## src/rtl/global_defs.sv

```systemverilog
// Global matrix-unit dimensions shared by every MPU block.
package global_defs;

  localparam int M               = 4;
  localparam int N               = 4;
  localparam int MBITS           = 2;
  localparam int NBITS           = 2;
  localparam int MATRIX_REG_BITS = 2;

endpackage

```

## src/rtl/mpu_data_types.sv

```systemverilog
// Data types shared by MPU blocks: element format and load/store FSM states.
package mpu_data_types;

  typedef logic [31:0] float_sp;

  typedef enum logic [2:0] {
    IDLE       = 3'd0,
    LOAD       = 3'd1,
    LOAD_DONE  = 3'd2,
    STORE      = 3'd3,
    STORE_DONE = 3'd4
  } ls_state_e;

endpackage

```

## src/rtl/mpu_ij_counter.sv

```systemverilog
// Row-major (i, j) stepper. Bounds are captured on start; last_o flags the
// final element (m-1, n-1), and stepping on the last element holds position.
module mpu_ij_counter
  import global_defs::*;
(
  input  logic             clk,
  input  logic             rst,
  input  logic             start,
  input  logic             step,
  input  logic [MBITS:0]   m_i,
  input  logic [NBITS:0]   n_i,
  output logic [MBITS:0]   i_o,
  output logic [NBITS:0]   j_o,
  output logic             last_o
);

  localparam logic [MBITS:0] I_ONE = (MBITS+1)'(1);
  localparam logic [NBITS:0] J_ONE = (NBITS+1)'(1);

  logic [MBITS:0] m_q, m_d, i_q, i_d;
  logic [NBITS:0] n_q, n_d, j_q, j_d;

  assign last_o = (i_q == m_q - I_ONE) && (j_q == n_q - J_ONE);
  assign i_o    = i_q;
  assign j_o    = j_q;

  always_comb begin
    m_d = m_q;
    n_d = n_q;
    i_d = i_q;
    j_d = j_q;
    if (start) begin
      m_d = m_i;
      n_d = n_i;
      i_d = '0;
      j_d = '0;
    end else if (step && !last_o) begin
      // j wraps against the latched column count, carrying into i
      if (j_q == n_q - J_ONE) begin
        j_d = '0;
        i_d = i_q + I_ONE;
      end else begin
        j_d = j_q + J_ONE;
      end
    end
  end

  always_ff @(posedge clk or negedge rst) begin
    if (!rst) begin
      m_q <= '0;
      n_q <= '0;
      i_q <= '0;
      j_q <= '0;
    end else begin
      m_q <= m_d;
      n_q <= n_d;
      i_q <= i_d;
      j_q <= j_d;
    end
  end

endmodule

```

## src/rtl/mpu_load_store_ctrl.sv

```systemverilog
// Moves matrices between the memory side and the matrix register file,
// one element per cycle in row-major order, using a shared i/j stepper.
module mpu_load_store_ctrl
  import global_defs::*;
  import mpu_data_types::*;
(
  input  logic                       clk,
  input  logic                       rst,
  input  logic                       load_req,
  input  logic                       store_req,
  input  float_sp                    mem_load_element,
  input  logic [MBITS:0]             mem_m_load_size,
  input  logic [NBITS:0]             mem_n_load_size,
  input  logic [MATRIX_REG_BITS:0]   mem_load_addr,
  input  logic [MATRIX_REG_BITS:0]   mem_store_addr,
  output logic                       mem_load_ack,
  output logic                       mem_load_error,
  output logic                       mem_store_en,
  output float_sp                    mem_store_element,
  output logic [MBITS:0]             mem_m_store_size,
  output logic [NBITS:0]             mem_n_store_size,
  output logic                       load_ready,
  output logic                       store_ready,
  output logic                       reg_load_en,
  output logic [MATRIX_REG_BITS:0]   reg_load_addr,
  output float_sp                    reg_load_element,
  output logic [MBITS:0]             reg_m_load_size,
  output logic [NBITS:0]             reg_n_load_size,
  output logic [MBITS:0]             reg_i_load_loc,
  output logic [NBITS:0]             reg_j_load_loc,
  output logic                       reg_store_en,
  output logic [MATRIX_REG_BITS:0]   reg_store_addr,
  output logic [MBITS:0]             reg_i_store_loc,
  output logic [NBITS:0]             reg_j_store_loc,
  input  float_sp                    reg_store_element,
  input  logic [MBITS:0]             reg_m_store_size,
  input  logic [NBITS:0]             reg_n_store_size,
  output ls_state_e                  dbg_state
);

  // Handshake: a request is taken on the edge where it is high and the
  // matching *_ready is high; requests seen in any other state are dropped.

  localparam logic [MBITS:0] M_LIM = (MBITS+1)'(M);
  localparam logic [NBITS:0] N_LIM = (NBITS+1)'(N);

  function automatic logic size_ok(input logic [MBITS:0] m, input logic [NBITS:0] n);
    return (m != '0) && (n != '0) && (m <= M_LIM) && (n <= N_LIM);
  endfunction

  ls_state_e                 state_q, state_d;
  logic                      ack_q, ack_d;
  logic                      err_q, err_d;
  logic                      ld_ready_q, ld_ready_d;
  logic                      st_ready_q, st_ready_d;
  logic                      mst_en_q, mst_en_d;
  logic                      rld_en_q, rld_en_d;
  logic                      rst_en_q, rst_en_d;
  logic [MATRIX_REG_BITS:0]  ld_addr_q, ld_addr_d;
  logic [MATRIX_REG_BITS:0]  st_addr_q, st_addr_d;
  logic [MBITS:0]            ld_m_q, ld_m_d, st_m_q, st_m_d;
  logic [NBITS:0]            ld_n_q, ld_n_d, st_n_q, st_n_d;
  logic [MBITS:0]            ld_i_q, ld_i_d;
  logic [NBITS:0]            ld_j_q, ld_j_d;
  float_sp                   ld_elem_q, ld_elem_d;

  logic                      cnt_start, cnt_step, cnt_last;
  logic [MBITS:0]            cnt_m, cnt_i;
  logic [NBITS:0]            cnt_n, cnt_j;
  logic                      store_take;

  mpu_ij_counter u_ij (
    .clk    (clk),
    .rst    (rst),
    .start  (cnt_start),
    .step   (cnt_step),
    .m_i    (cnt_m),
    .n_i    (cnt_n),
    .i_o    (cnt_i),
    .j_o    (cnt_j),
    .last_o (cnt_last)
  );

  // The register file reports sizes combinationally for reg_store_addr, so
  // the requested address is presented in the same cycle the store is taken.
  assign store_take = rst && (state_q == IDLE) && store_req && !load_req;

  always_comb begin
    state_d   = state_q;
    ack_d     = ack_q;
    err_d     = 1'b0;
    mst_en_d  = rst_en_q;
    rld_en_d  = 1'b0;
    rst_en_d  = rst_en_q;
    ld_addr_d = ld_addr_q;
    st_addr_d = st_addr_q;
    ld_m_d    = ld_m_q;
    ld_n_d    = ld_n_q;
    st_m_d    = st_m_q;
    st_n_d    = st_n_q;
    ld_i_d    = ld_i_q;
    ld_j_d    = ld_j_q;
    ld_elem_d = ld_elem_q;
    cnt_start = 1'b0;
    cnt_step  = 1'b0;
    cnt_m     = mem_m_load_size;
    cnt_n     = mem_n_load_size;
    case (state_q)
      IDLE: begin
        if (load_req) begin
          ld_addr_d = mem_load_addr;
          ld_m_d    = mem_m_load_size;
          ld_n_d    = mem_n_load_size;
          cnt_start = 1'b1;
          if (size_ok(mem_m_load_size, mem_n_load_size)) begin
            state_d = LOAD;
            ack_d   = 1'b1;
          end else begin
            err_d   = 1'b1;
            state_d = LOAD_DONE;
          end
        end else if (store_req) begin
          st_addr_d = mem_store_addr;
          st_m_d    = reg_m_store_size;
          st_n_d    = reg_n_store_size;
          cnt_m     = reg_m_store_size;
          cnt_n     = reg_n_store_size;
          cnt_start = 1'b1;
          if (size_ok(reg_m_store_size, reg_n_store_size)) begin
            state_d  = STORE;
            rst_en_d = 1'b1;
          end else begin
            err_d   = 1'b1;
            state_d = STORE_DONE;
          end
        end
      end
      LOAD: begin
        // ack is high for the whole of LOAD, so every edge samples one element
        rld_en_d  = 1'b1;
        ld_elem_d = mem_load_element;
        ld_i_d    = cnt_i;
        ld_j_d    = cnt_j;
        cnt_step  = 1'b1;
        if (cnt_last) begin
          ack_d   = 1'b0;
          state_d = LOAD_DONE;
        end
      end
      LOAD_DONE: begin
        if (!load_req) state_d = IDLE;
      end
      STORE: begin
        cnt_step = 1'b1;
        if (cnt_last) begin
          rst_en_d = 1'b0;
          state_d  = STORE_DONE;
        end
      end
      STORE_DONE: begin
        if (!store_req) state_d = IDLE;
      end
      default: state_d = IDLE;
    endcase
    ld_ready_d = (state_d == IDLE);
    st_ready_d = (state_d == IDLE);
  end

  always_ff @(posedge clk or negedge rst) begin
    if (!rst) begin
      state_q    <= IDLE;
      ack_q      <= 1'b0;
      err_q      <= 1'b0;
      ld_ready_q <= 1'b1;
      st_ready_q <= 1'b1;
      mst_en_q   <= 1'b0;
      rld_en_q   <= 1'b0;
      rst_en_q   <= 1'b0;
      ld_addr_q  <= '0;
      st_addr_q  <= '0;
      ld_m_q     <= '0;
      ld_n_q     <= '0;
      st_m_q     <= '0;
      st_n_q     <= '0;
      ld_i_q     <= '0;
      ld_j_q     <= '0;
      ld_elem_q  <= '0;
    end else begin
      state_q    <= state_d;
      ack_q      <= ack_d;
      err_q      <= err_d;
      ld_ready_q <= ld_ready_d;
      st_ready_q <= st_ready_d;
      mst_en_q   <= mst_en_d;
      rld_en_q   <= rld_en_d;
      rst_en_q   <= rst_en_d;
      ld_addr_q  <= ld_addr_d;
      st_addr_q  <= st_addr_d;
      ld_m_q     <= ld_m_d;
      ld_n_q     <= ld_n_d;
      st_m_q     <= st_m_d;
      st_n_q     <= st_n_d;
      ld_i_q     <= ld_i_d;
      ld_j_q     <= ld_j_d;
      ld_elem_q  <= ld_elem_d;
    end
  end

  assign dbg_state         = state_q;
  assign mem_load_ack      = ack_q;
  assign mem_load_error    = err_q;
  assign load_ready        = ld_ready_q;
  assign store_ready       = st_ready_q;
  assign reg_load_en       = rld_en_q;
  assign reg_load_addr     = ld_addr_q;
  assign reg_load_element  = ld_elem_q;
  assign reg_m_load_size   = ld_m_q;
  assign reg_n_load_size   = ld_n_q;
  assign reg_i_load_loc    = ld_i_q;
  assign reg_j_load_loc    = ld_j_q;
  assign reg_store_en      = rst_en_q;
  assign reg_store_addr    = store_take ? mem_store_addr : st_addr_q;
  assign reg_i_store_loc   = rst_en_q ? cnt_i : '0;
  assign reg_j_store_loc   = rst_en_q ? cnt_j : '0;
  // Read data arrives one cycle after reg_store_en and is forwarded as-is.
  assign mem_store_en      = mst_en_q;
  assign mem_store_element = mst_en_q ? reg_store_element : '0;
  assign mem_m_store_size  = st_m_q;
  assign mem_n_store_size  = st_n_q;

endmodule

```

## config.mk

```make
export PLATFORM = sky130hd
export DESIGN_NAME = mpu_load_store_ctrl
export DESIGN_NICKNAME = d
export VERILOG_FILES = /design/src/rtl/global_defs.sv /design/src/rtl/mpu_data_types.sv /design/src/rtl/mpu_ij_counter.sv /design/src/rtl/mpu_load_store_ctrl.sv
export SDC_FILE = /design/constraint.sdc
export NUM_CORES = 1
export LEC_CHECK = 0
export BUFFER_PORTS_ARGS = -buffer_cell sky130_fd_sc_hd__buf_4
export CAP_MARGIN = 20
export CORE_AREA = 2 2 104 106
export CTS_BUF_LIST = sky130_fd_sc_hd__clkbuf_8
export DETAILED_ROUTE_END_ITERATION = 10
export DIE_AREA = 0 0 106 108
export GPL_ROUTABILITY_DRIVEN = 1
export GPL_TIMING_DRIVEN = 0
export HOLD_SLACK_MARGIN = 0.08
export PLACE_DENSITY = 0.76
export RECOVER_POWER = 100
export SLEW_MARGIN = 40
export SYNTH_ARGS = -nofsm -noshare
export SYNTH_HDL_FRONTEND = slang
export SYNTH_SLANG_ARGS = --single-unit
```

## constraint.sdc

```tcl
create_clock -name clk -period 2.75 [get_ports clk]
set_clock_uncertainty 0.1 [all_clocks]
set_input_delay 0.4125 -clock clk [delete_from_list [all_inputs] [get_ports clk]]
set_output_delay 0.4125 -clock clk [all_outputs]
set_load 0.02 [all_outputs]
```

Word-level counts from Yosys, hierarchy flattened
Index checks and enable logic that the tools add are counted.

Register bits after elaboration: 77. Input bits: 86. Output and inout port bits: 104.

Mux-type cells: 43. Reduce and logical (&&, ||, !) cells: 29. Eq/ne operators: 13. Order comparisons: 4. Bitwise logic cells: 1. Add/sub/neg operators: 4.

Operator list (count): 2-to-1 mux 3 bit (22); 2-to-1 mux 32 bit (1); 2-to-1 mux 1 bit (16); case mux 3 bit (5 select lines) (1); <= comparator 3 bit (second input constant) (4); nonzero test 3 bit (4); logical AND 1 bit (11); != test 2 x 1 -> 1 bit (second input constant) (4); nonzero test 2 bit (4); adder 3 x 1 -> 3 bit (second input constant) (2); == test 3 x 2 -> 1 bit (second input constant) (2); == test 3 bit (2); zero test 3 bit (2); != test 2 bit (second input constant) (3); subtractor 3 x 1 -> 3 bit (second input constant) (2); AND reduction 5 bit (1); case mux 1 bit (2 select lines) (2); AND reduction 2 bit (2); AND reduction 4 bit (1); == test 3 x 1 -> 1 bit (second input constant) (1); == test 3 bit (second input constant) (1); AND reduction 3 bit (1); zero test 1 bit (2); 2-to-1 mux 2 bit (1); 2 further kinds (2).

Depth between registers and ports, before layout
Gate-level depths: netlist of run 1.

Word-level depth: 9. Mapped depth: 7.

Cells and area by module
From an unflattened synthesis of run 1, not the netlist that was laid out.

Cell total of the unflattened synthesis: 314. Area total of the unflattened synthesis: 3674.8 µm².

Modules (own cells, without submodules): mpu_load_store_ctrl (seq. area each 1627.8 µm², instances 1, cells each 248, area each 2935.3 µm²); mpu_ij_counter (seq. area each 300.3 µm², instances 1, cells each 66, area each 739.5 µm²).

Worst setup path after synthesis of run 1
Ideal clock, no wire load.

Path kind: register -> output. From: register state_q[2] (netlist: dbg_state[2]). To: output reg_store_addr[0]. Stages on the path, launching flop included: 6. Arrival time: 1.607 ns. Data required time: 2.237 ns. Path slack: 0.630 ns. Cells stage by stage: dfrtp_1 -> or3_1 -> buf_2 -> nor3_1 -> nand2_1 -> mux2_2.

Cells in the longest elaborated chain, start to end: 5.

RTL lines: start: declaration (line mpu_load_store_ctrl.sv:51) `ls_state_e state_q, state_d;`; start signal: assignment (line mpu_load_store_ctrl.sv:189) `state_q <= state_d;`; zero test 3 bit (line mpu_load_store_ctrl.sv:86) `assign store_take = rst && (state_q == IDLE) && store_req && !load_req;`; logical AND 1 bit (3 in a row) (line mpu_load_store_ctrl.sv:86); 2-to-1 mux 3 bit (line mpu_load_store_ctrl.sv:222) `assign reg_store_addr = store_take ? mem_store_addr : st_addr_q;`; end: declaration (line mpu_load_store_ctrl.sv:32) `output logic [MATRIX_REG_BITS:0] reg_store_addr,`.

No other way between the ends.

Worst setup path in the final report of run 1
Ends and elaborated chain as after synthesis.

==> results of run 1 <==
per-layer routing:
metal / routed length (um) / global-route usage, % / vias to the layer above / share of wire (%)
met5: 0 / 0 / - / 0
met4: 102 / 5.36 / 0 / 1.1
li1: - / - / 1451 / -
met2: 5170 / 30.9 / 126 / 53
met3: 724 / 4.46 / 10 / 7.5
met1: 3670 / 18.9 / 1490 / 38
sequential cells by signal (all words and copies together) (netlist names):
name / flops
reg_m_load_size: 3
reg_i_load_loc: 3
reg_load_en: 1
reg_load_element: 32
reg_store_en: 1
u_ij.m_q: 3
mem_n_store_size: 3
mem_load_ack: 1
mem_load_error: 1
u_ij.i_o: 3
reg_j_load_loc: 3
reg_n_load_size: 3
mem_store_en: 1
dbg_state: 3
mem_m_store_size: 3
reg_load_addr: 3
u_ij.j_o: 3
store_ready: 1
u_ij.n_q: 3
st_addr_q: 3
stage by stage:
stage | power [uW] | area, um^2 | instances | hold WS [ns] | util [%]
after floorplan | 4130 | 3570 | 310 | 0.0169 | -
after global placement | 5490 | 5150 | 634 | 0.356 | 50.3
after detailed placement | 5590 | 5150 | 634 | 0.366 | 50.4
after CTS | 6740 | 5420 | 650 | 0.0152 | 53.0
after global routing | 6660 | 5130 | 650 | 0.0264 | 50.2
final | 6210 | 5130 | 650 | -0.0117 | 50.2
worst paths after layout:
path                                      from                   end  slack, ns  cells after the start
setup / recovery                  dbg_state[2]     reg_store_addr[0]       0.13                      6
hold / removal                             rst          st_addr_q[0]      -0.01                      1
setup reg to reg                  dbg_state[2]  reg_load_element[16]       0.29                      6
hold reg to reg            mem_m_store_size[2]   mem_m_store_size[2]       0.38                      2
max in group asynchronous                  rst          dbg_state[2]       2.06                      1
min in group clk             mem_store_addr[2]          st_addr_q[2]       0.17                      3
synth_stat cells, drive strengths merged (2+ instances only):
master,instances
a21oi,7
a22oi,2
dfrtp,76
nand2,36
nand3,3
buf,10
mux2i,3
and2,41
a31oi,7
nand2b,2
nor3,4
xor2,6
ha,4
or3,5
clkbuf,4
o21ai,5
o31ai,2
nor2,19
inv,7
mux2,50
xnor3,2
area by class of cell:
class | instances | area (um^2)
fill | 985 | 5100
sequential | 77 | 1930
multi-input combinational | 212 | 1540
timing repair buffer | 188 | 1140
tap | 136 | 170
clock buffer | 10 | 138
clock inverter | 6 | 128
buffer | 14 | 60.1
inverter | 7 | 26.3
power by group through the flow:
stage               Clock [uW]  Combinational [uW]  Sequential, uW
detailed placement           0                3530            2070
CTS                       1160                3540            2050
floorplan                    0                1600            2530
global placement             0                3450            2040
finish                    1120                3060            2030
global route              1210                3330            2120
cell families after synthesis:
family / count (synthesis)
XOR/XNOR: 8
multiplexers: 53
AND/OR/NAND/NOR: 118
buffers and inverters: 21
flip-flops: 77
adder cells (fa/ha/maj): 4
AO/OA/AOI/OAI: 29
timing repair:
item                                   4_1_cts  5_1_grt
setup endpoints to repair                    1        2
resized for setup                            1        1
endpoints found under the hold margin       76       76
cloned                                       0        0
==> impl_metrics.csv, run 1 <==
group,metric,value,unit
route,drtIter0Drc,135,
sta,rsz0062_at_grt,"no",
layout,drive_gt1_share,37.2,%
floorplanning,ios,190,
synth,ys_types,45,
synth,synthArstFlopShare,100,%
setup_path,slowest_stage,"dfrtp_2",
synth,synth.avg_cell_area,11.5,um^2
floorplanning,initial_core_util,34.9,%
cts,cts_tree,"built",
synth,synthAdderAreaFrac,1.40,%
sta,hold_violations,5,
power,swShare,41.5,%
layout,final_common_cell,"buf_4",
sta,finalSetupViolCount,0,
cts,htree_levels,3,
global_route,antenna_found_initial,0,
placement,post-place-ws,0.391,ns
synth,synth_xor_xnor_area_share,2.73,%
cts,clockBufferDepth,2,
sta,drv_slew,0,
route,first_pass_iters,4,
global_route,grt_pass1_vias,3023,
layout,final_nets,599,
synth,synth_enable_flop_cells,0,
synth,synth-warning-count,0,
route,wl_per_cell,14.9,um
power,power_density,1210,nW/um^2
sta,hold_ws,-0.0117,ns
run_status,run_status,"finished, violations left",
setup_path,path_delay_family,"simple AND/OR/NAND/NOR gates",
setup_path,critPathCaptureType,"output port",
cts,clock_latency,0.34,ns
global_route,grt_usage,16.7,%
synth,synth_ff_type,"dfrtp_1",
floorplanning,dieArea,11400,um^2
synth,yosys-top-cells-area,"dfrtp_1 (53%), mux2_2 (15%), and2_1 (7.2%), nand2_1 (3.7%), nor2_1 (1.9%)",
sta,fin_tns_setup,0,ns
sta,period_needed,2.62,ns
route,finalWirelength,9670,um
placement,gp_congestion,0.813,
route,antenna_left,0,
synth,post_synth_and_or_nand_nor_area_fraction,17.0,%
route,vias_per_cell,4.73,
global_route,grt_max_degree,79,
power,intPower,3640,uW
cts,clk_transition_reported_paths,0.08,ns
synth,synth_cells,310,
global_route,grt_first_pass_wirelength,15100,um
synth,synth.area.mux_share,16.6,%
run_status,failed_checks,"negative hold slack",
placement,port_buffers,188,
global_route,grt_overflow,0,
layout,final_cell_mix,"buf_4 (115), clkbuf_1 (81), dfrtp_1 (75)",
floorplanning,fp.dieH,108,um
job,maxCapViolCount,0,
synth,synth_top_family_by_area,"simple AND/OR/NAND/NOR gates",
sta,fin_crit_sh,95.4,%
floorplanning,design.core.area,10200,um^2
synth,yosysSeqAreaShare,54.0,%
sta,max_slew.worst_pin.slew,0.816,ns
synth,syn_area,3570,um^2
power,power_frac_seq,32.6,%
setup_path,worstPathRequired,2.24,ns
setup_path,path_max_fanout,7,
power,switchingPower,2580,uW
power,peakVddDrop,497,uV
layout,area_growth,43.8,%
route,route.detailed.drc,0,
synth,ys_ff_latch,77,
route,vias,3077,
cts,cts_buffers,9,
power,power_frac_clock,18.1,%
floorplanning,num_rows,37,
setup_path,worstPathArrival,2.11,ns
synth,synth_top_area_share,53.3,%
setup_path,crit_path_start_kind,"flop",
synth,synth_top_cell_by_area,"dfrtp_1",
setup_path,worstPathCellList,"or3_1, buf_2, nor3_2, nand2_1, mux2_2, buf_4",
synth,syn_nets,400,
sta,max_slew_margin,45.4,%
cts,clock_sinks,77,
layout,antennaDiodeCount,0,
power,p_leak,0.00242,uW
cts,cts-root-buf,"clkbuf_8",
placement,dp_hpwl,7520,um
sta,fin_ws,0.127,ns
sta,clock.fmax,0.381,GHz
min_path,hp-class,"input pin to async pin",
setup_path,cp_num_buf_inv,2,
power,p_comb_share,49.3,%
setup_path,max_stage_delay,0.45,ns
synth,synth_compound_area_share,5.36,%
floorplanning,dieWidth,106,um
setup_path,crit_type,"flop to output port",
cts,post-cts-setup-buffers,0,
Power figures use the tool's default switching activity.
==> run 2: changes to the inputs <==
--- a/config.mk
+++ b/config.mk
@@ -14,9 +14,8 @@
 export GPL_ROUTABILITY_DRIVEN = 1
 export GPL_TIMING_DRIVEN = 0
 export HOLD_SLACK_MARGIN = 0.08
-export PLACE_DENSITY = 0.76
+export PLACE_DENSITY_LB_ADDON = 0.15
 export RECOVER_POWER = 100
-export SLEW_MARGIN = 40
 export SYNTH_ARGS = -nofsm -noshare
 export SYNTH_HDL_FRONTEND = slang
 export SYNTH_SLANG_ARGS = --single-unit
==> impl_metrics.csv, run 2 (synthesis gave the netlist of run 1 again) <==
group,metric,value,unit
run_status,run_status,"completed",
layout,finalNonFillerCells,653,
power,p_leak,0.00239,uW
layout,antennaDiodeCount,0,
sta,fin_crit_sh,94.1,%
setup_path,slowest_stage,"dfrtp_1",
placement,dp_hpwl,7220,um
setup_path,path_delay_family,"simple AND/OR/NAND/NOR gates",
cts,clock_latency,0.35,ns
sta,max_slew_margin,35.6,%
cts,cts-root-buf,"clkbuf_8",
sta,drv_slew,0,
min_path,hp-class,"input pin to flop",
sta,fin_tns_setup,0,ns
layout,area_growth,43.1,%
setup_path,critPathCaptureType,"output port",
global_route,grt_overflow,0,
floorplanning,fp.dieH,108,um
route,finalWirelength,9430,um
sta,rsz0062_at_grt,"no",
route,first_pass_iters,4,
global_route,grt_first_pass_wirelength,14800,um
setup_path,path_max_fanout,7,
layout,drive_gt1_share,35.4,%
floorplanning,dieWidth,106,um
route,drtIter0Drc,106,
global_route,grt_usage,16.5,%
sta,clock.fmax,0.387,GHz
setup_path,max_stage_delay,0.42,ns
route,antenna_left,0,
cts,post-cts-setup-buffers,0,
floorplanning,num_rows,37,
cts,clock_sinks,77,
route,vias_per_cell,4.59,
sta,finalSetupViolCount,0,
setup_path,worstPathArrival,2.07,ns
route,vias,3000,
sta,max_slew.worst_pin.slew,0.962,ns
placement,gp_congestion,0.790,
floorplanning,initial_core_util,34.9,%
setup_path,crit_path_start_kind,"flop",
setup_path,cp_num_buf_inv,2,
cts,htree_levels,3,
cts,clockBufferDepth,2,
layout,final_cell_mix,"buf_4 (106), clkbuf_1 (91), dfrtp_1 (76)",
floorplanning,ios,190,
global_route,antenna_found_initial,0,
layout,largest_reg_flops,32,
floorplanning,design.core.area,10200,um^2
power,power_density,1180,nW/um^2
layout,final_common_cell,"buf_4",
floorplanning,dieArea,11400,um^2
sta,period_needed,2.59,ns
power,peakVddDrop,549,uV
cts,cts_buffers,9,
setup_path,crit_type,"flop to output port",
power,p_total,6030,uW
route,wl_per_cell,14.4,um
setup_path,cpMostUsedCell,"buf_2",
route,route.detailed.drc,0,
placement,placed_cells,634,
setup_path,worstPathRequired,2.24,ns
global_route,grt_max_degree,79,
cts,clk_transition_reported_paths,0.08,ns
cts,cts_tree,"built",
job,maxCapViolCount,0,
layout,final_nets,602,
layout,final_util,49.9,%
placement,port_buffers,188,
sta,hold_violations,0,
setup_path,worstPathCellList,"or3_1, buf_2, nor3_2, nand2_1, mux2_2, buf_2",
global_route,grt_pass1_vias,3052,
layout,fillers,1023,
## run 2: stage by stage
stage	setup slack (ns)	cell area, um^2	hold WS [ns]
finish	0.163	5100	0.160
global route	0.0241	5100	0.153
CTS	0.0791	5390	0.143
detailed placement	0.234	5150	0.367
global placement	0.242	5150	0.355
floorplan	0.630	3570	0.0169
## run 2: timing repair
item	CTS	global route
setup endpoints to repair	3	0
hold buffers	0	2
gates resized for setup	1	0
hold endpoints to repair	0	16
## run 2: path summary, 6_finish.rpt
| path | from | end | slack, ns | cells after the start |
|---|---|---|---|---|
| max | dbg_state[2] | reg_store_addr[2] | 0.16 | 6 |
| min | mem_store_addr[1] | st_addr_q[1] | 0.16 | 3 |
| max reg2reg | dbg_state[2] | reg_load_element[29] | 0.35 | 6 |
| min reg2reg | st_addr_q[2] | st_addr_q[2] | 0.38 | 2 |
| max in group asynchronous | rst | u_ij.j_o[2] | 0.92 | 3 |
| min in group asynchronous | rst | store_ready | 0.49 | 2 |
## run 2: area by class of cell
class	count	area [um^2]	share of cell area (%)
Sequential cell	77	1930	37.8
Multi-Input combinational cell	212	1540	30.1
Inverter	7	26.3	0.515
Buffer	14	58.8	1.15
Clock inverter	5	81.3	1.59
Timing Repair Buffer	191	1150	22.5
Clock buffer	11	151	2.97
Tap cell	136	170	3.33
## run 2: power breakdown
group / total (uW) / switching, uW / internal (uW) / leakage [uW]
Sequential: 2030 / 352 / 1680 / 0.000923
Combinational: 3020 / 1800 / 1220 / 0.00135
Clock: 982 / 420 / 562 / 0.000116
## run 2: worst register-to-register path, cell delays in order (launching register included)
cell      delay (ns)
dfrtp_1         0.42
and2b_1         0.31
nand2b_1        0.07
clkbuf_1        0.25
inv_1           0.27
clkbuf_1        0.47
mux2_2          0.41
## run 2: routing by layer
| metal | vias to the layer above | wire [um] | GRT usage, % |
|---|---|---|---|
| li1 | 1456 | - | - |
| met1 | 1408 | 3730 | 19.2 |
| met2 | 125 | 4820 | 28.9 |
| met3 | 11 | 732 | 4.28 |
| met4 | 0 | 146 | 7.33 |
| met5 | - | 0 | 0 |
